===== config.mk =====
export PLATFORM = sky130hd
export DESIGN_NAME = pipe_mult_float
export DESIGN_NICKNAME = d
export VERILOG_FILES = /design/src/rtl/mult_float_pkg.sv /design/src/rtl/mult_float_round.sv /design/src/rtl/pipe_mult_float.sv
export SDC_FILE = /design/constraint.sdc
export NUM_CORES = 1
export LEC_CHECK = 0
export CAP_MARGIN = 20
export CORE_ASPECT_RATIO = 0.75
export CORE_MARGIN = 3
export CORE_UTILIZATION = 42
export DETAILED_ROUTE_END_ITERATION = 7
export DONT_BUFFER_PORTS = 1
export REMOVE_ABC_BUFFERS = 1
export SYNTH_ARGS = -nofsm -noshare
export SYNTH_HDL_FRONTEND = slang
export SYNTH_SLANG_ARGS = --single-unit

===== constraint.sdc =====
create_clock -name clk -period 2.5 [get_ports clk]
set_clock_uncertainty 0.1 [all_clocks]
set_input_delay 0.375 -clock clk [delete_from_list [all_inputs] [get_ports clk]]
set_output_delay 0.375 -clock clk [all_outputs]
set_load 0.02 [all_outputs]

===== src/rtl/mult_float_pkg.sv =====
// rtl/mult_float_pkg.sv - shared widths, bias and flag indices for the float multiplier
// Helpers are constant functions so each instance can size itself from EXP_W/MAN_W.
package mult_float_pkg;

  localparam int FLAGS_W  = 2;
  localparam int FLAG_OVF = 1;
  localparam int FLAG_UNF = 0;

  function automatic int bias(input int exp_w);
    return (1 << (exp_w - 1)) - 1;
  endfunction

  // {sign, exp, man}
  function automatic int word_w(input int exp_w, input int man_w);
    return 1 + exp_w + man_w;
  endfunction

  // significand product {1,manA}*{1,manB}
  function automatic int prod_w(input int man_w);
    return 2 * man_w + 2;
  endfunction

  // signed working exponent: covers 2*(2^E-1)-bias+2 down to 2-bias
  function automatic int exp_calc_w(input int exp_w);
    return exp_w + 3;
  endfunction

endpackage


===== src/rtl/mult_float_round.sv =====
// rtl/mult_float_round.sv - normalise, round and saturate the raw significand product
// Optional feature macro: MULT_FLOAT_RNE_EN (round to nearest-even; truncate otherwise).
// Ports:
//   sign    - product sign
//   exp_sum - expA + expB - bias, signed, before normalisation
//   prod    - {1,manA}*{1,manB}
//   zero    - an operand had exp==0
//   sat     - an operand had exp all-ones
//   result  - packed {sign, exp, man}
//   flags   - {overflow, underflow}
module mult_float_round
  import mult_float_pkg::*;
#(
  parameter int EXP_W = 5,
  parameter int MAN_W = 10
) (
  input  logic                               sign,
  input  logic signed [exp_calc_w(EXP_W)-1:0] exp_sum,
  input  logic [prod_w(MAN_W)-1:0]           prod,
  input  logic                               zero,
  input  logic                               sat,
  output logic [word_w(EXP_W, MAN_W)-1:0]    result,
  output logic [FLAGS_W-1:0]                 flags
);

  localparam int XW = exp_calc_w(EXP_W);
  localparam int PW = prod_w(MAN_W);
  localparam logic signed [XW-1:0] EXP_MAX  = XW'((1 << EXP_W) - 1);
  localparam logic signed [XW-1:0] EXP_ZERO = '0;
  localparam logic [EXP_W-1:0]     SAT_EXP  = EXP_W'((1 << EXP_W) - 2);

  logic                 norm_shift;
  logic [PW-1:0]        norm;
  logic [MAN_W-1:0]     mant;
  logic                 rnd_inc;
  logic [MAN_W:0]       mant_r;
  logic signed [XW-1:0] exp_r;
  logic                 unused_lead;

  // Product lies in [1,4): shift left when below 2 so the hidden one sits at PW-1.
  assign norm_shift  = prod[PW-1];
  assign norm        = norm_shift ? prod : (prod << 1);
  assign mant        = norm[PW-2 -: MAN_W];
  assign unused_lead = norm[PW-1];

`ifdef MULT_FLOAT_RNE_EN
  logic guard;
  logic sticky;
  assign guard   = norm[MAN_W];
  assign sticky  = |norm[MAN_W-1:0];
  assign rnd_inc = guard & (sticky | mant[0]);
`else
  logic unused_discard;
  assign unused_discard = ^norm[MAN_W:0];
  assign rnd_inc        = 1'b0;
`endif

  // A carry out of the mantissa leaves mant_r[MAN_W-1:0] all zero, i.e. 1.0 at exp+1.
  assign mant_r = {1'b0, mant} + (MAN_W + 1)'(rnd_inc);
  assign exp_r  = exp_sum + XW'(norm_shift) + XW'(mant_r[MAN_W]);

  always_comb begin
    result = '0;
    flags  = '0;
    if (zero) begin
      result = '0;
    end else if (sat || (exp_r >= EXP_MAX)) begin
      result          = {sign, SAT_EXP, {MAN_W{1'b1}}};
      flags[FLAG_OVF] = 1'b1;
    end else if (exp_r <= EXP_ZERO) begin
      flags[FLAG_UNF] = 1'b1;
    end else begin
      result = {sign, exp_r[EXP_W-1:0], mant_r[MAN_W-1:0]};
    end
  end

endmodule


===== src/rtl/pipe_mult_float.sv =====
// rtl/pipe_mult_float.sv - STAGES-deep pipelined floating-point multiplier with valid/ready
// Optional feature macro: MULT_FLOAT_RNE_EN (handled inside mult_float_round).
// Ports:
//   clk, rst_n          - clock, asynchronous active-low reset
//   in_valid, in_ready  - operand handshake; in_ready = !out_valid || out_ready
//   data1, data2        - operands {sign, exp, man}
//   out_valid, out_ready- result handshake
//   result, flags       - product and {overflow, underflow}
// Stage 1 registers the unpacked exponent sum and significand product; middle
// stages only delay; the last stage registers the output of mult_float_round.
module pipe_mult_float
  import mult_float_pkg::*;
#(
  parameter int EXP_W  = 5,
  parameter int MAN_W  = 10,
  parameter int STAGES = 3
) (
  input  logic                            clk,
  input  logic                            rst_n,
  input  logic                            in_valid,
  output logic                            in_ready,
  input  logic [word_w(EXP_W, MAN_W)-1:0] data1,
  input  logic [word_w(EXP_W, MAN_W)-1:0] data2,
  output logic                            out_valid,
  input  logic                            out_ready,
  output logic [word_w(EXP_W, MAN_W)-1:0] result,
  output logic [FLAGS_W-1:0]              flags
);

  localparam int WW = word_w(EXP_W, MAN_W);
  localparam int XW = exp_calc_w(EXP_W);
  localparam int PW = prod_w(MAN_W);
  localparam int LS = STAGES - 1;

  logic [EXP_W-1:0]     exp_a, exp_b;
  logic [MAN_W-1:0]     man_a, man_b;
  logic signed [XW-1:0] exp_sum_in;
  logic [PW-1:0]        prod_in;

  logic                 pipe_valid [1:LS];
  logic                 pipe_sign  [1:LS];
  logic signed [XW-1:0] pipe_exp   [1:LS];
  logic [PW-1:0]        pipe_prod  [1:LS];
  logic                 pipe_zero  [1:LS];
  logic                 pipe_sat   [1:LS];

  logic [WW-1:0]        rnd_result;
  logic [FLAGS_W-1:0]   rnd_flags;

  assign exp_a      = data1[WW-2 -: EXP_W];
  assign exp_b      = data2[WW-2 -: EXP_W];
  assign man_a      = data1[MAN_W-1:0];
  assign man_b      = data2[MAN_W-1:0];
  assign exp_sum_in = XW'(exp_a) + XW'(exp_b) - XW'(bias(EXP_W));
  assign prod_in    = PW'({1'b1, man_a}) * PW'({1'b1, man_b});

  assign in_ready = !out_valid || out_ready;

  mult_float_round #(
    .EXP_W (EXP_W),
    .MAN_W (MAN_W)
  ) u_round (
    .sign    (pipe_sign[LS]),
    .exp_sum (pipe_exp[LS]),
    .prod    (pipe_prod[LS]),
    .zero    (pipe_zero[LS]),
    .sat     (pipe_sat[LS]),
    .result  (rnd_result),
    .flags   (rnd_flags)
  );

  // Whole pipe advances in lock-step; a stalled output freezes every stage.
  always_ff @(posedge clk or negedge rst_n) begin
    if (!rst_n) begin
      for (int i = 1; i <= LS; i++) begin
        pipe_valid[i] <= 1'b0;
        pipe_sign[i]  <= 1'b0;
        pipe_exp[i]   <= '0;
        pipe_prod[i]  <= '0;
        pipe_zero[i]  <= 1'b0;
        pipe_sat[i]   <= 1'b0;
      end
      out_valid <= 1'b0;
      result    <= '0;
      flags     <= '0;
    end else if (in_ready) begin
      pipe_valid[1] <= in_valid;
      pipe_sign[1]  <= data1[WW-1] ^ data2[WW-1];
      pipe_exp[1]   <= exp_sum_in;
      pipe_prod[1]  <= prod_in;
      pipe_zero[1]  <= (exp_a == '0) || (exp_b == '0);
      pipe_sat[1]   <= (&exp_a) || (&exp_b);
      for (int i = 2; i <= LS; i++) begin
        pipe_valid[i] <= pipe_valid[i-1];
        pipe_sign[i]  <= pipe_sign[i-1];
        pipe_exp[i]   <= pipe_exp[i-1];
        pipe_prod[i]  <= pipe_prod[i-1];
        pipe_zero[i]  <= pipe_zero[i-1];
        pipe_sat[i]   <= pipe_sat[i-1];
      end
      out_valid <= pipe_valid[LS];
      result    <= rnd_result;
      flags     <= rnd_flags;
    end
  end

endmodule

## Word level (Yosys, flattened, before mapping)

Cells that the tools add are included.

| operators by class | value |
|---|---|
| multiplexer cells | 8 |
| bitwise gates (word level) | 1 |
| equal/unequal tests | 0 |
| $add $sub $neg | 3 |
| shifts and indexed selects | 0 |
| divide/modulo/power cells | 0 |
| multipliers | 1 |
| reductions and logical operators | 9 |
| $lt $le $gt $ge | 2 |

Operators by type and width:

| operator | number |
|---|---|
| two-way mux 16 bit | 3 |
| multiplier 11 x 11 -> 22 bit | 1 |
| two-way mux 21 bit | 1 |
| logical NOT 5 bit | 2 |
| AND reduction 5 bit | 2 |
| adder 8 x 1 -> 8 bit | 1 |
| >= comparator 8 x 6 -> 1 bit, second input constant | 1 |
| less-or-equal comparator 8 x 1 -> 1 bit, second input constant | 1 |
| subtractor 6 x 4 -> 7 bit, second input constant | 1 |
| adder 5 x 5 -> 6 bit | 1 |
| logical OR 1 bit | 4 |
| two-way mux 1 bit | 3 |
| two-way mux 2 bit | 1 |
| logical NOT 1 bit | 1 |
| bitwise XOR 1 bit | 1 |

| storage, ports and cells | value |
|---|---|
| bits in read-only memories | 0 |
| memories | 0 |
| logic and storage cells | 39 |
| RAM bits | 0 |
| bits of input ports | 36 |
| bits in latches | 0 |
| bits in registers | 87 |

## Depth between registers and ports, before layout

Gate-level depths: netlist of the first run.

| logic depth | value |
|---|---|
| word-level depth | 5 |
| depth in mapped cells | 19 |
| gate-level depth less buffers | 18 |

## Modules after synthesis

Synthesis of the first run repeated with hierarchy kept, for this count alone.

| unflattened totals | value |
|---|---|
| cell total of the unflattened synthesis | 916 |
| area, all modules | 7955.1 um2 |

By module, submodules not included:

| module | instances | sequential area each (um2) | cells each | area an instance (um2) |
|---|---|---|---|---|
| pipe_mult_float | 1 | 2127.0 | 846 | 7440.9 |
| mult_float_round | 1 | 0.0 | 70 | 514.2 |

## Least setup slack after synthesis of the first run

Ideal clock, no wire load.

| timing path | value |
|---|---|
| path kind | input-to-reg |
| start point | input data2[4] |
| end point | register pipe_prod[43] (netlist name) |
| setup time | 87 ps |
| data arrival time | 5174 ps |
| stages on the path | 19 |
| buffers on the path | 1 |
| setup slack | -2860 ps |
| cell sequence | clkbuf_1 -> nand2_1 -> fa_1 -> inv_1 -> fa_1 -> inv_1 -> fa_1 -> inv_1 -> fa_1 -> inv_1 -> fa_1 -> inv_1 -> ha_1 -> a21oi_1 -> nand3_1 -> o211ai_1 -> o21ai_1 -> or4_1 -> o211ai_1 |

| on the way | value |
|---|---|
| longest elaborated chain between the ends | 1 |

RTL lines:

| what | line | text |
|---|---|---|
| from (decl) | pipe_mult_float.sv:23 | `input logic [word_w(EXP_W, MAN_W)-1:0] data2,` |
| multiplier 11 x 11 -> 22 bit | pipe_mult_float.sv:55 | `assign prod_in = PW'({1'b1, man_a}) * PW'({1'b1, man_b});` |
| to (signal, indexed assignment) | pipe_mult_float.sv:97 | `pipe_prod[i] <= pipe_prod[i-1];` |
| to (decl) | pipe_mult_float.sv:43 | `logic [PW-1:0] pipe_prod [1:LS];` |

No other way between the ends.
A chain may end at the register's enable or synchronous reset.

## Final worst setup path of the first run

| timing path | value |
|---|---|
| start point | input data2[2] |
| end point | register pipe_prod[43] (netlist name) |

The elaborated chain is that of the path after synthesis.

==> impl_metrics.json, run 1 <==
{
  "die_height_um": 116,
  "clock_sinks": 65,
  "reg2reg_depth": 8,
  "maxCapViolCount": 0,
  "crit_path_end_kind": "flop",
  "violations": "setup timing",
  "overflow": 0,
  "power_density_nw_per_um2": 1450,
  "cts_tree": "built",
  "ys_seq_elements": 65,
  "fin_ws_ns": -2.07,
  "antenna_found_initial": 0,
  "leakage_nw": 3.99,
  "period_minus_slack_ns": 4.57,
  "slew_headroom": 0.741,
  "cp_cell_sequence": "nand2_8 -> fa_1 -> inv_1 -> fa_1 -> inv_1 -> fa_1 -> inv_2 -> fa_1 -> inv_2 -> fa_1 -> inv_2 -> ha_4 -> a21oi_4 -> nand3_2 -> o211ai_1 -> o21ai_1 -> or4_1 -> o211ai_1",
  "ir_drop_mv": 0.784,
  "synth_flop_cell": "dfrtp_1",
  "cts_buffers": 9,
  "core_area_um2": 15500,
  "maxSlewViolCount": 0,
  "via_per_inst": 5.15,
  "start_util": 0.437,
  "htreeDepth": 3,
  "clk_root_buffer_cell": "clkbuf_16",
  "synth_cell_types": 54,
  "holdPathEnd": "pipe_valid[1]",
  "start_kind": "input port",
  "worstMarginPinSlew_ns": 0.389,
  "crit_fanout": 9,
  "status": "finished, violations left",
  "finalWirelength_um": 15300,
  "setup_tns_ns": -23.47,
  "num_antenna_cells": 0,
  "clock.fmax_mhz": 219,
  "syn_area_um2": 6780,
  "synthToLayoutAreaGrowth_pct": 18.3,
  "drive_gt1_frac": 0.189,
  "drc_errors": 0,
  "place_hpwl_um": 12000,
  "drt_pass1_iterations": 4,
  "fin_util": 0.517,
  "required_ns": 2.64,
  "setup_viol": 12,
  "fin_nets": 960,
  "cpPeakStageDelay_ns": 0.54,
  "critPathArrivalTime_ns": 4.71,
  "rrSetupSlack_ns": 0.04,
  "crit_family": "adder cells",
  "fin_area_um2": 8020,
  "fin_crit_sh": 1.83,
  "grt_pass1_vias": 5296,
  "hp-class": "input port to flop",
  "grt_setup_unrepaired": "yes",
  "portBuffers": 0,
  "async_flop_share": 1.00,
  "r2r_start": "pipe_prod[21]",
  "grt_use_total": 0.175,
  "postPlaceCellArea_um2": 7300,
  "synth_edf_count": 0,
  "setup.worst_path.class": "input port to flop",
  "worst-path-buf-inv": 5,
  "cts_buffer_depth": 2,
  "worstSkewPairLatency_ns": 0.33,
  "initialDrtViolationCount": 301,
  "timing.rr.end": "result[15]",
  "gp_congestion": 0.879,
  "synth_seq_area_share": 0.240,
  "grt_pass1_wl_um": 25800,
  "min_path_cells": 2,
  "path_common_cell": "fa_1",
  "vias": 5080,
  "cpMaxStageDelayCell": "fa_1",
  "avgSynthCellArea_um2": 9.20,
  "core.rowCount": 39,
  "wl_per_cell_um": 15.6,
  "grt_max_degree": 66,
  "die_x_um": 153,
  "netlist_instances": 737,
  "min_from": "in_valid",
  "yosys_warnings": 0,
  "hold_violations": 0,
  "fp.dieArea_um2": 17700,
  "antenna_left": 0,
  "cts.clk_slew.worst_paths_ns": 0.06,
  "io_pins": 56
}
## cell type report
type	instances	area, um^2
Sequential cell	65	1630
Fill cell	1393	7500
Inverter	117	439
Clock buffer	9	225
Tap cell	205	256
Clock inverter	7	95.1
Multi-Input combinational cell	520	4830
Timing Repair Buffer	64	542
## report_power, final
group,internal [W],total (W),switching (W),leakage [nW]
combinational,0.00418,0.00821,0.00403,3.05
clock,0.000871,0.00133,0.000456,0.155
sequential,0.00157,0.00213,0.000559,0.776
## worst max path at each step
stage | from | endpoint | slack, ns | depth (start not counted)
final | data2[2] | pipe_prod[43] | -2.07 | 18
after CTS | data2[2] | pipe_prod[37] | -2.00 | 19
after global routing | data1[7] | pipe_prod[43] | -2.18 | 15
after detailed placement | data2[4] | pipe_prod[43] | -2.69 | 18
after global placement | data2[4] | pipe_prod[43] | -2.64 | 18
after floorplan | out_valid | result[15] | -2.83 | 3
## timing repair
action                     in CTS  in global routing
buffers inserted                5                  2
resized for setup              53                 17
gates cloned                    0                  1
hold buffers                    2                  0
pin swaps                      48                 30
hold endpoints to repair       65                  0
setup endpoints to repair      13                 23
## layer usage
layer  global-route usage  part of all wire  wire, um  up-vias
met5                    0                 0         0        -
met4               0.0303            0.0020        30        0
met3               0.0265             0.047       722        2
met2                0.280              0.47      7210       95
met1                0.259              0.48      7380     2541
li1                     -                 -         -     2442
## cells in the mapped netlist (4+ instances only)
master	n	area share
a211o_1	4	0.0052
a21o_1	4	0.0044
a21oi_1	23	0.017
a221o_1	14	0.021
and2_1	42	0.039
clkbuf_1	32	0.018
dfrtp_1	65	0.24
fa_1	80	0.24
ha_1	67	0.12
inv_1	116	0.064
mux2_2	10	0.017
nand2_1	143	0.079
nand3_1	6	0.0044
nand4_1	8	0.0074
nor2_1	26	0.014
nor4_1	4	0.0037
o211ai_1	4	0.0044
o21ai_0	11	0.0081
o21ai_1	5	0.0037
o21bai_1	4	0.0044
xnor2_1	9	0.012
xor2_1	11	0.014
## sequential cells by signal, indices dropped and copies added, names as in the netlist
register	flops
pipe_zero	2
pipe_prod	24
pipe_exp	14
pipe_sat	2
out_valid	1
pipe_valid	2
result	16
pipe_sign	2
flags	2
## metrics by stage
step | cells | hold slack [ns] | worst slack, ns | power [W]
after floorplan | 701 | -0.0206 | -2.83 | 0.00643
after global placement | 962 | -0.0192 | -2.64 | 0.00863
after detailed placement | 962 | -0.0194 | -2.69 | 0.00877
after CTS | 984 | 0.0469 | -2.00 | 0.0113
after global routing | 987 | 0.0611 | -2.18 | 0.0127
final | 987 | 0.0611 | -2.07 | 0.0117
## cells in the final DEF (no fill, tap or decap), types with 5 or more instances in the layout
| cell type | instances |
|---|---|
| a21oi_1 | 18 |
| a221o_1 | 14 |
| and2_1 | 40 |
| buf_4 | 54 |
| buf_6 | 7 |
| clkbuf_16 | 9 |
| dfrtp_1 | 65 |
| fa_1 | 80 |
| ha_1 | 61 |
| inv_1 | 107 |
| inv_2 | 9 |
| mux2_2 | 10 |
| nand2_1 | 139 |
| nand3_1 | 5 |
| nand4_1 | 8 |
| nor2_1 | 19 |
| nor2_2 | 6 |
| o21ai_0 | 6 |
| o21ai_1 | 7 |
| xnor2_1 | 7 |
| xor2_1 | 10 |
## kinds of logic after synthesis
family,share of synthesized area
AND/OR/NAND/NOR,0.173
buffers and inverters,0.0882
adder cells (fa/ha/maj),0.360
AO/OA/AOI/OAI,0.0965
flip-flops,0.240
XOR/XNOR,0.0258
multiplexers,0.0166
(Power assumes the default switching activity.)
==> inputs of run 2 (changes only) <==
--- a/config.mk
+++ b/config.mk
@@ -7,2 +7,3 @@
 export LEC_CHECK = 0
+export ABC_AREA = 1
 export CAP_MARGIN = 20
--- a/constraint.sdc
+++ b/constraint.sdc
@@ -4,2 +4,2 @@
 set_output_delay 0.375 -clock clk [all_outputs]
-set_load 0.02 [all_outputs]
+set_load 0.05 [all_outputs]
==> impl_metrics.json, run 2 <==
{
  "status": "finished, violations left",
  "violations": "setup timing",
  "power_frac_seq": 0.181,
  "synth_top_area_frac": 0.228,
  "period_minus_slack_ns": 4.15,
  "ir_drop_mv": 1.36,
  "fin_crit_sh": 1.66,
  "num_antenna_cells": 0,
  "setup_tns_ns": -18.58,
  "hold_violations": 0,
  "switching_share": 0.481,
  "overflow": 0,
  "fillers": 1579,
  "synth_flop_cell": "dfrtp_1",
  "portBuffers": 0,
  "cp_cell_sequence": "nand2_8 -> fa_1 -> inv_1 -> fa_1 -> inv_1 -> fa_1 -> inv_2 -> fa_1 -> inv_1 -> fa_1 -> inv_2 -> ha_4 -> nand2_4 -> nor2_4 -> nand4_1 -> o21ai_2 -> buf_4 -> xnor2_2 -> o21ai_1",
  "pwr-share-comb": 0.731,
  "maxCapViolCount": 0,
  "worstSkewPairLatency_ns": 0.33,
  "finalWirelength_um": 15700,
  "start_kind": "input port",
  "multi_input_area_um2": 4950,
  "cts_buffers": 9,
  "cts_buffer_depth": 2,
  "regMostFlops": "pipe_prod",
  "leakage_nw": 4.66,
  "avgSynthCellArea_um2": 7.74,
  "drive_gt1_frac": 0.164,
  "initialDrtViolationCount": 346,
  "place_hpwl_um": 12000,
  "setup.worst_path.class": "input port to flop",
  "gp_congestion": 0.817,
  "slew_headroom": 0.660,
  "worstMarginPinSlew_ns": 0.511,
  "io_pins": 56,
  "critPathArrivalTime_ns": 4.24,
  "path_common_cell": "fa_1",
  "fin_nets": 1138,
  "fin_util": 0.511,
  "grt_setup_unrepaired": "yes",
  "crit_fanout": 11,
  "synth_seq_area_share": 0.228,
  "power_density_nw_per_um2": 1560,
  "fp.dieArea_um2": 18600,
  "ys_seq_elements": 65,
  "largest_registers": "pipe_prod x24, result x16, pipe_exp x14",
  "synth_most_common_cell": "nand2_1",
  "grt_pass1_vias": 5715,
  "p_sw_w": 0.00628,
  "grt_use_total": 0.178,
  "cpMaxStageDelayCell": "fa_1",
  "htreeDepth": 3,
  "synth_commonest_cells": "nand2_1, inv_1, fa_1, ha_1, dfrtp_1",
  "synth_top_area_cell": "dfrtp_1",
  "via_per_inst": 4.88,
  "clock_sinks": 65,
  "core.rowCount": 40,
  "cpPeakStageDelay_ns": 0.52,
  "hp-class": "input port to flop",
  "yosys_warnings": 0,
  "maxSlewViolCount": 0,
  "antenna_left": 0,
  "vias": 5708,
  "cts_tree": "built",
  "die_x_um": 156,
  "clock.fmax_mhz": 241,
  "pwr-share-clk": 0.088,
  "grt_pass1_wl_um": 27200,
  "setup_viol": 12,
  "crit_path_end_kind": "flop",
  "required_ns": 2.60,
  "die_height_um": 119,
  "hold_ws_ns": 0.0538,
  "start_util": 0.437,
  "core_area_um2": 16300,
  "drc_errors": 0,
  "synth_area_leaders": "dfrtp_1, fa_1, nand2_1, ha_1, inv_1",
  "grt_max_degree": 66,
  "synth_cell_types": 35,
  "clk_root_buffer_cell": "clkbuf_16",
  "wl_per_cell_um": 13.4,
  "netlist_instances": 921,
  "final_common_cell": "nand2_1",
  "seq_area_um2": 1630,
  "most-common-layout-cells": "nand2_1, inv_1, fa_1",
  "syn_area_um2": 7130,
  "synth_edf_count": 0,
  "async_flop_share": 1.00,
  "cts.clk_slew.worst_paths_ns": 0.05,
  "drt_pass1_iterations": 6,
  "synthToLayoutAreaGrowth_pct": 17.1,
  "antenna_found_initial": 0,
  "p_int_w": 0.00676,
  "fin_ws_ns": -1.65,
  "largest_register_ffs": 24
}
run 2: final timing paths:
path                          startpoint            end  slack [ns]  cells after the start
min in group asynchronous          rst_n      result[2]        0.49                      2
hold / removal                  in_valid  pipe_valid[1]        0.05                      2
max in group asynchronous          rst_n     result[15]        1.53                      2
setup reg to reg             pipe_exp[0]     result[15]        0.20                      9
setup / recovery                data2[2]  pipe_prod[35]       -1.65                     19
hold reg to reg            pipe_valid[0]      out_valid        0.36                      2
run 2: repair_timing:
action | 4_1_cts | 5_1_grt
endpoints found under the hold margin | 65 | 0
hold buffers | 2 | 0
pin swaps | 38 | 15
buffers inserted | 2 | 2
gates resized for setup | 51 | 31
endpoints found under the setup margin | 12 | 13
run 2: area by class of cell:
class,count,share of cell area
Clock buffer,13,0.0312
Clock inverter,3,0.00180
Inverter,194,0.0873
Multi-Input combinational cell,625,0.593
Sequential cell,65,0.195
Tap cell,210,0.0315
Timing Repair Buffer,60,0.0600
run 2: kinds of logic after synthesis:
family          Yosys count  share of synthesized area
compound gates           66                     0.0504
xor+xnor                 11                     0.0135
fa+ha+maj               147                      0.342
flops                    65                      0.228
buf+inv                 231                      0.126
simple gates            401                      0.239
run 2: worst max-delay path: cells and delay by family:
kind,cells,cell delay [ns]
buffers and inverters,6,0.40
AND/OR/NAND/NOR,4,0.30
XOR/XNOR,1,0.10
AO/OA/AOI/OAI,2,0.31
adder cells (fa/ha/maj),6,2.75
run 2: per-layer routing:
layer  share of wire  track usage  vias up
met4          0.0035       0.0164        0
met3           0.046       0.0367        6
li1                -            -     2857
met1            0.52        0.277     2756
met2            0.43        0.266       89
met5               0            0        -
run 2: stage by stage:
stage,setup WS [ns],instance area [um^2],std cells,total power [W]
3_5_place_dp,-2.34,7650,1149,0.00982
3_3_place_gp,-2.28,7650,1149,0.00980
6_report,-1.65,8340,1170,0.0130
2_1_floorplan,-2.16,6960,884,0.00693
4_1_cts,-1.62,8210,1169,0.0123
5_1_grt,-1.76,8340,1170,0.0143
run 2: power groups by stage:
stage               clock, W  sequential, W  combinational [W]
floorplan                  0        0.00231            0.00461
global placement           0        0.00238            0.00743
detailed placement         0        0.00238            0.00745
CTS                  0.00118        0.00237            0.00876
global route         0.00122        0.00242             0.0107
finish               0.00115        0.00236            0.00953
==> inputs of run 3 (changes only) <==
- RECOVER_POWER: unset -> 100
==> impl_metrics.json, run 3 (synthesis results as in run 2) <==
{
  "clk_root_buffer_cell": "clkbuf_16",
  "fin_crit_sh": 1.66,
  "cts_buffers": 9,
  "die_height_um": 119,
  "portBuffers": 0,
  "maxSlewViolCount": 66,
  "power_density_nw_per_um2": 1570,
  "finalWirelength_um": 15700,
  "core_area_um2": 16300,
  "vias": 5721,
  "hp-class": "input port to flop",
  "status": "finished, violations left",
  "fin_util": 0.508,
  "place_hpwl_um": 12000,
  "htreeDepth": 3,
  "drt_pass1_iterations": 5,
  "antenna_found_initial": 0,
  "fp.dieArea_um2": 18600,
  "start_kind": "input port",
  "io_pins": 56,
  "setup_viol": 12,
  "p_int_w": 0.00674,
  "cts.clk_slew.worst_paths_ns": 0.05,
  "gp_congestion": 0.817,
  "pwr-share-comb": 0.730,
  "reg2reg_depth": 9,
  "holdPathEnd": "pipe_valid[1]",
  "worstMarginPinSlew_ns": 1.62,
  "antenna_left": 0,
  "cts_buffer_depth": 2,
  "wl_per_cell_um": 13.4,
  "cts_tree": "built",
  "crit_path_end_kind": "flop",
  "critPathArrivalTime_ns": 4.25,
  "min_from": "in_valid",
  "start_util": 0.437,
  "period_minus_slack_ns": 4.15,
  "grt_use_total": 0.178,
  "grt_pass1_vias": 5715,
  "drc_errors": 0,
  "p_sw_w": 0.00625,
  "crit_fanout": 11,
  "hold_violations": 0,
  "regMostFlops": "pipe_prod",
  "leakage_nw": 4.63,
  "grt_max_degree": 66,
  "min_path_cells": 2,
  "required_ns": 2.59,
  "via_per_inst": 4.89,
  "clock.fmax_mhz": 241,
  "crit_start": "data2[2]",
  "power_frac_seq": 0.182,
  "rrSetupSlack_ns": 0.04,
  "ir_drop_mv": 1.36,
  "num_antenna_cells": 0,
  "drive_gt1_frac": 0.156,
  "largest_registers": "pipe_prod x24, result x16, pipe_exp x14",
  "die_x_um": 156,
  "setup_tns_ns": -18.60,
  "final_common_cell": "nand2_1",
  "setup.worst_path.class": "input port to flop",
  "maxCapViolCount": 1,
  "slew_headroom": -0.0822,
  "pwr-share-clk": 0.088,
  "largest_register_ffs": 24,
  "synthToLayoutAreaGrowth_pct": 16.3,
  "core.rowCount": 40,
  "initialDrtViolationCount": 334,
  "postPlaceCellArea_um2": 7650,
  "fin_area_um2": 8290,
  "grt_setup_unrepaired": "yes",
  "worstSkewPairLatency_ns": 0.33,
  "timing.rr.end": "result[15]",
  "overflow": 0,
  "fin_ws_ns": -1.65,
  "most-common-layout-cells": "nand2_1, inv_1, fa_1",
  "clock_sinks": 65,
  "grt_pass1_wl_um": 27200,
  "violations": "capacitance limit, slew limit, setup timing",
  "r2r_start": "pipe_exp[0]",
  "switching_share": 0.481,
  "fin_nets": 1138
}
run 3: changes by cell type in the layout (fill, tap and decap cells not counted):
cell	before	now
buf_16	1	0
nand3_1	40	43
nand3_2	13	10
nand2_1	279	280
nor2_2	6	5
buf_4	53	51
clkbuf_2	0	1
clkbuf_1	2	4
nor2_1	14	15
nand2_4	5	4
run 3: timing repair:
action,4_1_cts,5_1_grt
hold buffers,2,0
resized for setup,51,31
gates cloned,0,0
buffers inserted,2,2
pin swaps,38,15
endpoints found under the hold margin,65,0
setup endpoints to repair,12,13
run 3: metrics by stage:
step           power, W  worst slack (ns)  instances  hold slack, ns
2_1_floorplan   0.00693             -2.16        884         -0.0206
5_1_grt          0.0143             -1.76       1170          0.0518
3_3_place_gp    0.00980             -2.28       1149         -0.0178
3_5_place_dp    0.00982             -2.34       1149         -0.0170
6_report         0.0130             -1.65       1170          0.0548
4_1_cts          0.0123             -1.62       1169          0.0407
run 3: final cells by class:
type	instances	area [um^2]
multi-input cells	625	4930
clock buffers	13	260
well taps	210	263
inverters	194	728
flip-flops and latches	65	1630
repair buffers	60	470
fillers	1590	8030
clock inverters	3	15.0
run 3: how the worst max path moves through the flow:
stage / end / slack (ns) / depth (start not counted)
5_1_grt: pipe_prod[35] / -1.76 / 19
6_report: pipe_prod[35] / -1.65 / 19
2_1_floorplan: pipe_prod[34] / -2.16 / 19
3_3_place_gp: pipe_prod[35] / -2.28 / 19
4_1_cts: pipe_prod[35] / -1.62 / 19
3_5_place_dp: pipe_prod[35] / -2.34 / 19
run 3: critical path, stage by stage:
cell and delay (ns):
nand2_8 0.03, fa_1 0.52, inv_1 0.05, fa_1 0.47, inv_1 0.05, fa_1 0.51
inv_2 0.04, fa_1 0.47, inv_1 0.05, fa_1 0.49, inv_2 0.04, ha_4 0.29
nand2_4 0.07, nor2_4 0.09, nand4_1 0.11, o21ai_2 0.24, buf_4 0.17, xnor2_2 0.10
o21ai_1 0.07
run 3: metal layers:
| metal | part of all wire | global-route usage | wire length [um] |
|---|---|---|---|
| met2 | 0.44 | 0.266 | 6820 |
| met4 | 0.0034 | 0.0164 | 54 |
| met1 | 0.52 | 0.277 | 8090 |
| met3 | 0.044 | 0.0367 | 689 |
| met5 | 0 | 0 | 0 |
run 3: power groups by stage:
stage          Combinational [W]  Clock (W)  Sequential [W]
2_1_floorplan            0.00461          0         0.00231
3_3_place_gp             0.00743          0         0.00238
3_5_place_dp             0.00745          0         0.00238
4_1_cts                  0.00876    0.00118         0.00237
5_1_grt                   0.0106    0.00122         0.00242
6_report                 0.00948    0.00115         0.00236
